`src/rtl/axi_wr_arbiter.sv`:
```
// Round-robin arbiter sharing one AXI write master (AW, W, B) among NUM_REQ requesters.
// One command per grant; W beats pass through from the granted requester with a local w_last.
module axi_wr_arbiter #(
  parameter int NUM_REQ   = 4,
  parameter int ADDR_BITS = 32,
  parameter int DATA_BITS = 32,
  parameter int LEN_BITS  = 8,
  parameter int SIZE_BITS = 3
) (
  input  logic                           aclk,
  input  logic                           areset,
  input  logic [NUM_REQ-1:0]             req_valid,
  input  logic [NUM_REQ*ADDR_BITS-1:0]   req_addr,
  input  logic [NUM_REQ*LEN_BITS-1:0]    req_len,
  input  logic [NUM_REQ*SIZE_BITS-1:0]   req_size,
  input  logic [NUM_REQ*2-1:0]           req_burst,
  output logic [NUM_REQ-1:0]             req_ack,
  input  logic [NUM_REQ*DATA_BITS-1:0]   req_wdata,
  input  logic [NUM_REQ-1:0]             req_wvalid,
  output logic [NUM_REQ-1:0]             req_wready,
  output logic [NUM_REQ-1:0]             req_done,
  output logic [1:0]                     req_resp,
  output logic [$clog2(NUM_REQ)-1:0]     grant_id,
  output logic                           busy,
  output logic [ADDR_BITS-1:0]           aw_addr,
  output logic [LEN_BITS-1:0]            aw_len,
  output logic [SIZE_BITS-1:0]           aw_size,
  output logic [1:0]                     aw_burst,
  output logic [3:0]                     aw_cache,
  output logic                           aw_valid,
  input  logic                           aw_ready,
  output logic [DATA_BITS-1:0]           w_data,
  output logic [DATA_BITS/8-1:0]         w_strb,
  output logic                           w_last,
  output logic                           w_valid,
  input  logic                           w_ready,
  input  logic                           b_valid,
  input  logic [1:0]                     b_resp,
  output logic                           b_ready
);

  localparam int GW = $clog2(NUM_REQ);

  typedef enum logic [1:0] {ST_IDLE, ST_ADDR, ST_DATA, ST_RESP} state_t;

  state_t                 state_reg, state_next;
  logic [GW-1:0]          grant_reg, grant_next;
  logic [GW-1:0]          last_grant_reg, last_grant_next;
  logic [ADDR_BITS-1:0]   aw_addr_reg, aw_addr_next;
  logic [LEN_BITS-1:0]    aw_len_reg, aw_len_next;
  logic [SIZE_BITS-1:0]   aw_size_reg, aw_size_next;
  logic [1:0]             aw_burst_reg, aw_burst_next;
  logic [LEN_BITS-1:0]    beat_reg, beat_next;
  logic [NUM_REQ-1:0]     ack_reg, ack_next;
  logic [NUM_REQ-1:0]     done_reg, done_next;
  logic [1:0]             resp_reg, resp_next;

  logic [ADDR_BITS-1:0]   addr_arr  [NUM_REQ];
  logic [LEN_BITS-1:0]    len_arr   [NUM_REQ];
  logic [SIZE_BITS-1:0]   size_arr  [NUM_REQ];
  logic [1:0]             burst_arr [NUM_REQ];
  logic [DATA_BITS-1:0]   wdata_arr [NUM_REQ];

  genvar gi;
  generate
    for (gi = 0; gi < NUM_REQ; gi++) begin : g_unpack
      assign addr_arr[gi]  = req_addr[gi*ADDR_BITS +: ADDR_BITS];
      assign len_arr[gi]   = req_len[gi*LEN_BITS +: LEN_BITS];
      assign size_arr[gi]  = req_size[gi*SIZE_BITS +: SIZE_BITS];
      assign burst_arr[gi] = req_burst[gi*2 +: 2];
      assign wdata_arr[gi] = req_wdata[gi*DATA_BITS +: DATA_BITS];
    end
  endgenerate

  function automatic logic [GW-1:0] wrap_idx(input logic [GW-1:0] base, input int off);
    int sum;
    sum = int'(base) + off;
    if (sum >= NUM_REQ) sum = sum - NUM_REQ;
    return sum[GW-1:0];
  endfunction

  // Search starts one past the last completed grant, so the previous winner is checked last.
  logic          rr_found;
  logic [GW-1:0] rr_winner;
  always_comb begin
    rr_found  = 1'b0;
    rr_winner = '0;
    for (int i = 1; i <= NUM_REQ; i++) begin
      if (!rr_found && req_valid[wrap_idx(last_grant_reg, i)]) begin
        rr_found  = 1'b1;
        rr_winner = wrap_idx(last_grant_reg, i);
      end
    end
  end

  logic in_data;
  logic w_hs;
  assign in_data = (state_reg == ST_DATA);
  assign w_valid = in_data & req_wvalid[grant_reg];
  assign w_data  = in_data ? wdata_arr[grant_reg] : '0;
  assign w_strb  = in_data ? '1 : '0;
  assign w_last  = in_data && (beat_reg == aw_len_reg);
  assign w_hs    = w_valid & w_ready;

  always_comb begin
    req_wready = '0;
    if (in_data) req_wready[grant_reg] = w_ready;
  end

  always_comb begin
    state_next      = state_reg;
    grant_next      = grant_reg;
    last_grant_next = last_grant_reg;
    aw_addr_next    = aw_addr_reg;
    aw_len_next     = aw_len_reg;
    aw_size_next    = aw_size_reg;
    aw_burst_next   = aw_burst_reg;
    beat_next       = beat_reg;
    ack_next        = '0;
    done_next       = '0;
    resp_next       = resp_reg;
    case (state_reg)
      ST_IDLE: begin
        if (rr_found) begin
          grant_next    = rr_winner;
          aw_addr_next  = addr_arr[rr_winner];
          aw_len_next   = len_arr[rr_winner];
          aw_size_next  = size_arr[rr_winner];
          aw_burst_next = burst_arr[rr_winner];
          beat_next     = '0;
          state_next    = ST_ADDR;
        end
      end
      ST_ADDR: begin
        if (aw_ready) begin
          ack_next[grant_reg] = 1'b1;
          state_next          = ST_DATA;
        end
      end
      ST_DATA: begin
        // The counter stops at aw_len, so a maximum-length burst never wraps.
        if (w_hs) begin
          if (w_last) state_next = ST_RESP;
          else        beat_next  = beat_reg + 1'b1;
        end
      end
      ST_RESP: begin
        if (b_valid) begin
          done_next[grant_reg] = 1'b1;
          resp_next            = b_resp;
          last_grant_next      = grant_reg;
          state_next           = ST_IDLE;
        end
      end
      default: state_next = ST_IDLE;
    endcase
  end

  always_ff @(posedge aclk) begin
    if (areset) begin
      state_reg      <= ST_IDLE;
      grant_reg      <= '0;
      last_grant_reg <= GW'(NUM_REQ - 1);
      aw_addr_reg    <= '0;
      aw_len_reg     <= '0;
      aw_size_reg    <= '0;
      aw_burst_reg   <= '0;
      beat_reg       <= '0;
      ack_reg        <= '0;
      done_reg       <= '0;
      resp_reg       <= '0;
    end else begin
      state_reg      <= state_next;
      grant_reg      <= grant_next;
      last_grant_reg <= last_grant_next;
      aw_addr_reg    <= aw_addr_next;
      aw_len_reg     <= aw_len_next;
      aw_size_reg    <= aw_size_next;
      aw_burst_reg   <= aw_burst_next;
      beat_reg       <= beat_next;
      ack_reg        <= ack_next;
      done_reg       <= done_next;
      resp_reg       <= resp_next;
    end
  end

  assign aw_addr  = aw_addr_reg;
  assign aw_len   = aw_len_reg;
  assign aw_size  = aw_size_reg;
  assign aw_burst = aw_burst_reg;
  assign aw_cache = 4'b0011;
  assign aw_valid = (state_reg == ST_ADDR);
  assign b_ready  = (state_reg == ST_RESP);
  assign busy     = (state_reg != ST_IDLE);
  assign grant_id = grant_reg;
  assign req_ack  = ack_reg;
  assign req_done = done_reg;
  assign req_resp = resp_reg;

endmodule

```
`config.mk`:
```
export PLATFORM = sky130hd
export DESIGN_NAME = axi_wr_arbiter
export DESIGN_NICKNAME = d
export VERILOG_FILES = /design/src/rtl/axi_wr_arbiter.sv
export SDC_FILE = /design/constraint.sdc
export NUM_CORES = 1
export LEC_CHECK = 0
export ABC_CLOCK_PERIOD_IN_PS = 5900
export BUFFER_PORTS_ARGS = -buffer_cell sky130_fd_sc_hd__buf_2
export CAP_MARGIN = 20
export CORE_AREA = 10 10 159 161
export DETAILED_ROUTE_END_ITERATION = 7
export DIE_AREA = 0 0 169 171
export GPL_TIMING_DRIVEN = 0
export SYNTH_ARGS = -nofsm -noshare
export SYNTH_HDL_FRONTEND = slang
export SYNTH_SLANG_ARGS = --single-unit
```
`constraint.sdc`:
```
create_clock -name aclk -period 5.9 [get_ports aclk]
set_input_delay 1.18 -clock aclk [delete_from_list [all_inputs] [get_ports aclk]]
set_output_delay 1.18 -clock aclk [all_outputs]
set_load 0.005 [all_outputs]
```
# Word-level counts from Yosys, hierarchy flattened
# Index checks and enable logic that the tools add are counted.
[op_classes]
eq_ne = 10
magnitude_cmp = 12
add_sub_neg = 9
mux = 52
reduce_logical = 17
bitwise = 9
[op_table]
columns = ["cell", "n"]
rows = [
  ["$mux W32", 5],
  ["$bmux W32 S2", 2],
  ["$mux W8", 5],
  ["$mux W2", 15],
  ["$bmux W8 S2", 1],
  ["$pmux W8 S2", 1],
  ["$ge A3 B3 Y1 const B", 5],
  ["$lt A2 B3 Y1 const B", 5],
  ["$bmux W1 S2", 5],
  ["$mux W1", 10],
  ["$add A8 B1 Y8 const B", 1],
  ["$eq A8 B8 Y1", 1],
  ["$mux W4", 2],
  ["$ne A2 B2 Y1 const B", 4],
  ["$pmux W2 S4", 1],
  ["$sub A2 B1 Y2 const B", 4],
  ["$add A2 B2 Y3 const B", 2],
  ["$bmux W3 S2", 1],
  ["$mux W3", 2],
  ["$not A2 Y3", 2],
  ["$reduce_or A3 Y1", 2],
  ["$logic_and A1 B1 Y1", 5],
  ["$reduce_and A5 Y1", 1],
  ["$add A2 B3 Y4 const B", 1],
  ["other kinds (16)", 26],
]
[word_totals]
in_bits = 323
reg_bits = 69
elab_cells = 120
output_inout_bits = 106

# Longest topological paths before layout
[logic_depth]
ltp_word = 19
depth_mapped = 10
ltp_nobuf = 8

# Worst setup path before layout
# Ideal clock, no wire load.
[synth_timing]
path_type = "input to output"
from = "in req_wvalid[3]"
to = "out w_valid"
n_path_buf = 0
required_time_ns = 4.720
slack_ns = 2.916
cell_stages = 2
t_arrival_ns = 1.804
path_cell_list = "mux4_2 > and2_1"
[synth_via]
elab_chain_len = 3
[synth_rtl]
columns = ["element", "line", "text"]
rows = [
  ["from (decl)", "19", "input logic [NUM_REQ-1:0] req_wvalid,"],
  ["$bmux W1 S2", "99", "assign w_valid = in_data & req_wvalid[grant_reg];"],
  ["$mux W1 (implied by the code)", "99", ""],
  ["$and A1 B1 Y1", "99", ""],
  ["to (decl)", "35", "output logic w_valid,"],
]
# Every way passes these cells. The select of a mux whose other input is x is not followed.

# Final worst setup path
[layout_timing]
from = "reg state_reg[0]"
to = "out w_data[8]"
[layout_via]
elab_chain_len = 2
[layout_rtl]
columns = ["element", "line", "text"]
rows = [
  ["from (decl)", "46", "state_t state_reg, state_next;"],
  ["from (signal assigned)", "173", "state_reg <= state_next;"],
  ["$eq A2 B2 Y1", "98", "assign in_data = (state_reg == ST_DATA);"],
  ["via in_data", "96", "logic in_data;"],
  ["$mux W32", "100", "assign w_data = in_data ? wdata_arr[grant_reg] : '0;"],
  ["to (decl)", "32", "output logic [DATA_BITS-1:0] w_data,"],
]
# The timed path passes the listed nets, and every way through them passes these cells.

==> impl_metrics.env <==
export IMPL_dp_cells=1243
export IMPL_drv_cap=0
export IMPL_syn_area_um2=5030
export IMPL_path_common_cell="clkbuf_1"
export IMPL_nets=1298
export IMPL_antenna_found_initial=8
export IMPL_drcViolationCount=0
export IMPL_via_per_inst=4.77
export IMPL_async_flop_share_pct=0
export IMPL_largest_reg_flops=32
export IMPL_r2r_setup_slack_ns=3.17
export IMPL_postCtsSetupRepairBufs=0
export IMPL_clk_pin_slew_ns=0.06
export IMPL_grt_pass1_wl_um=38000
export IMPL_core_um2=22200
export IMPL_cpPeakStageDelay_ns=0.60
export IMPL_hp_start="aw_addr[19]$_SDFFE_PP0P_"
export IMPL_hold_viol_final=0
export IMPL_tns_ns=0
export IMPL_grt_max_degree=13
export IMPL_ctsHoldBuffers=0
export IMPL_port_buffers=424
export IMPL_cts_tree="built"
export IMPL_area_growth_pct=56.5
export IMPL_rows=55
export IMPL_n_fill_cell=2371
export IMPL_max_freq_mhz=266
export IMPL_dpl_cell_area_um2=7510
export IMPL_drtAntennaViolNets=0
export IMPL_netlist_instances=532
export IMPL_criticalPathCategory="reg -> out"
export IMPL_cts_resized=0
export IMPL_synth_seq_cells=69
export IMPL_fin_crit_ns=3.75
export IMPL_drtPass1Iterations=4
export IMPL_critPathLaunchType="flop"
export IMPL_worstRegToRegCells=9
export IMPL_timing_rr_start="state_reg[1]$_SDFFE_PP0P_"
export IMPL_cp_end_kind="output pin"
export IMPL_path_buf_inv=4
export IMPL_fin_crit_sh_pct=63.6
export IMPL_worst_slack_ns=2.15
export IMPL_vdd_drop_max_mv=0.144
export IMPL_status="finished clean"
export IMPL_switching_power_uw=904
export IMPL_grt_pass1_vias=6471
export IMPL_vias=6034
export IMPL_synth_cell_type_count=43
export IMPL_path_max_fanout=10
export IMPL_htree_num_levels=3
export IMPL_internal_power_uw=1520
export IMPL_synth_edf_count=0
export IMPL_crit_path_top_delay_cell="clkbuf_1"
export IMPL_worst_pin_slew_ns=0.777
export IMPL_crit_chain="inv_1 > ha_1 > clkbuf_1 > clkbuf_1 > and2_1 > buf_2"
export IMPL_drt_wl_total_um=26800
export IMPL_die_h_um=171
export IMPL_drtIter0Drc=270
export IMPL_seq_area_frac_synth_pct=27.5
export IMPL_place_hpwl_um=23300
export IMPL_clockPowerShare_pct=25.5
export IMPL_path_delay_family="buffers and inverters"
export IMPL_clock_latency_ns=0.34
export IMPL_gr_total_overflow=0
export IMPL_rr_endpoint="aw_addr[13]$_SDFFE_PP0P_"
export IMPL_io_pins=429
export IMPL_routedWlPerCell_um=21.2
export IMPL_clock_skew_ns=0.0105
export IMPL_drive_gt1_share_pct=54.2
export IMPL_clk_path_buf_depth=2
export IMPL_dieArea_um2=28900
export IMPL_synth_main_ff_cell="dfxtp_1"
export IMPL_startpoint="state_reg[0]$_SDFFE_PP0P_"
export IMPL_post_place_ws_ns=2.32
export IMPL_worstHoldPathCells=1
export IMPL_holdPathEnd="aw_addr[19]$_SDFFE_PP0P_"
export IMPL_cp_arrival_ns=2.57
export IMPL_dieWidth_um=169
export IMPL_syn_area_per_cell_um2=9.45
export IMPL_rsz0062_at_grt="false"
export IMPL_finalSetupViolCount=0
export IMPL_grt_usage_pct=17.2
export IMPL_sw_frac_of_total_pct=37.3
export IMPL_pwr_share_seq_pct=27.1
export IMPL_cts_buffers=9
export IMPL_stdcell_count=1266
export IMPL_maxSlewViolCount=0
export IMPL_p_comb_share_pct=47.5
export IMPL_worstPathRequired_ns=4.72
export IMPL_p_leak_uw=0.00413
export IMPL_slew_headroom_pct=48.0
export IMPL_routabilityCongestion=0.895
export IMPL_cts_sinks=69
export IMPL_cts_root_buffer="clkbuf_16"
export IMPL_yosysWarningCount=0
export IMPL_power_density_nw_per_um2=309
export IMPL_initial_utilization_pct=22.6
export IMPL_fin_area_um2=7870
export IMPL_min_path_type="reg -> reg"
## per-layer routing
metal | routed length (µm) | global-route usage (%) | up-vias
li1 | - | - | 2861
met3 | 2550 | 6.86 | 34
met4 | 725 | 7.20 | 2
met2 | 14000 | 31.3 | 316
met5 | 7 | 0 | -
met1 | 9550 | 17.0 | 2821
## final cells by class
class,instances,area (µm²),share of cell area [%]
multi-input cells,406,3380,42.9
repair buffers,424,2120,27.0
flip-flops and latches,69,1380,17.6
well taps,285,357,4.53
plain buffers,54,256,3.26
clock buffers,11,253,3.21
clock inverters,5,82.6,1.05
inverters,5,18.8,0.239
diodes,7,17.5,0.223
## kinds of logic (layout without fill, tap and decap cells)
group,Yosys count,in the layout,share of synthesized area (%)
xor gates and xnor gates,10,10,1.74
and+or+nand+nor,132,132,14.1
DFF,69,69,27.5
adders and majority gates,6,6,1.49
buffers and inverters,59,499,5.48
muxes,104,104,29.7
other,2,11,0.149
AOI/OAI and AO/OA,150,150,19.9
## layout by cell type, fill, tap and decap left out, types with 9 or more instances in the layout
cell and n:
and2_1 33, clkbuf_16 9, xor2_1 10, mux2i_1 41, a22oi_1 15, mux4_2 33, nand2b_1 9, a21o_1 42
dfxtp_1 69, buf_4 9, a21oi_1 46, buf_2 434, o22ai_1 19, o31ai_1 15, nand3b_1 13, nand2_1 30
clkbuf_1 31, mux2_2 30, nor2_1 19
## Yosys cell counts, drive strengths merged (2+ instances only)
library cell	n	area share (%)
ha	6	1.5
a21oi	46	4.6
o31ai	15	2.2
mux2i	41	8.2
or2	2	0.25
dfxtp	69	27
nor4	3	0.37
mux2	30	6.7
clkbuf	31	2.3
xor2	10	1.7
nor2	19	1.4
conb	2	0.15
nand2b	9	1.1
and3	3	0.37
nand2	31	2.4
nand3	7	0.70
o22ai	19	2.4
inv	5	0.37
o211ai	2	0.30
mux4	33	15
a22oi	15	2.2
and2	33	4.1
nor3	5	0.50
buf	23	2.8
nand3b	13	1.9
a21o	42	6.3
o21ai	2	0.20
a211o	2	0.35
or3	2	0.25
or4	3	0.45
## worst max path at each step
stage                                     endpoint  slack, ns  cells after the start
after floorplan                            w_valid       2.92                      2
after global placement    aw_addr[13]$_SDFFE_PP0P_       2.38                      7
after detailed placement  aw_addr[13]$_SDFFE_PP0P_       2.32                      8
after CTS                               w_data[10]       2.06                      6
after global routing                    w_data[10]       1.99                      6
final                                    w_data[8]       2.15                      6
## through the flow
step           utilization, %  power, µW  hold slack (ns)
2_1_floorplan               -       1330            0.448
3_3_place_gp             33.8       1830            0.429
3_5_place_dp             33.8       1840            0.437
4_1_cts                  35.3       2470            0.451
5_1_grt                  35.4       2600            0.464
6_report                 35.4       2430            0.448
## power groups by stage
| stage | Clock (µW) | Combinational [µW] | Sequential (µW) |
|---|---|---|---|
| after floorplan | 0 | 671 | 664 |
| after global placement | 0 | 1160 | 662 |
| after CTS | 638 | 1180 | 659 |
| after detailed placement | 0 | 1170 | 667 |
| after global routing | 661 | 1270 | 672 |
| final | 618 | 1150 | 657 |
Power figures use the tool's default switching activity.
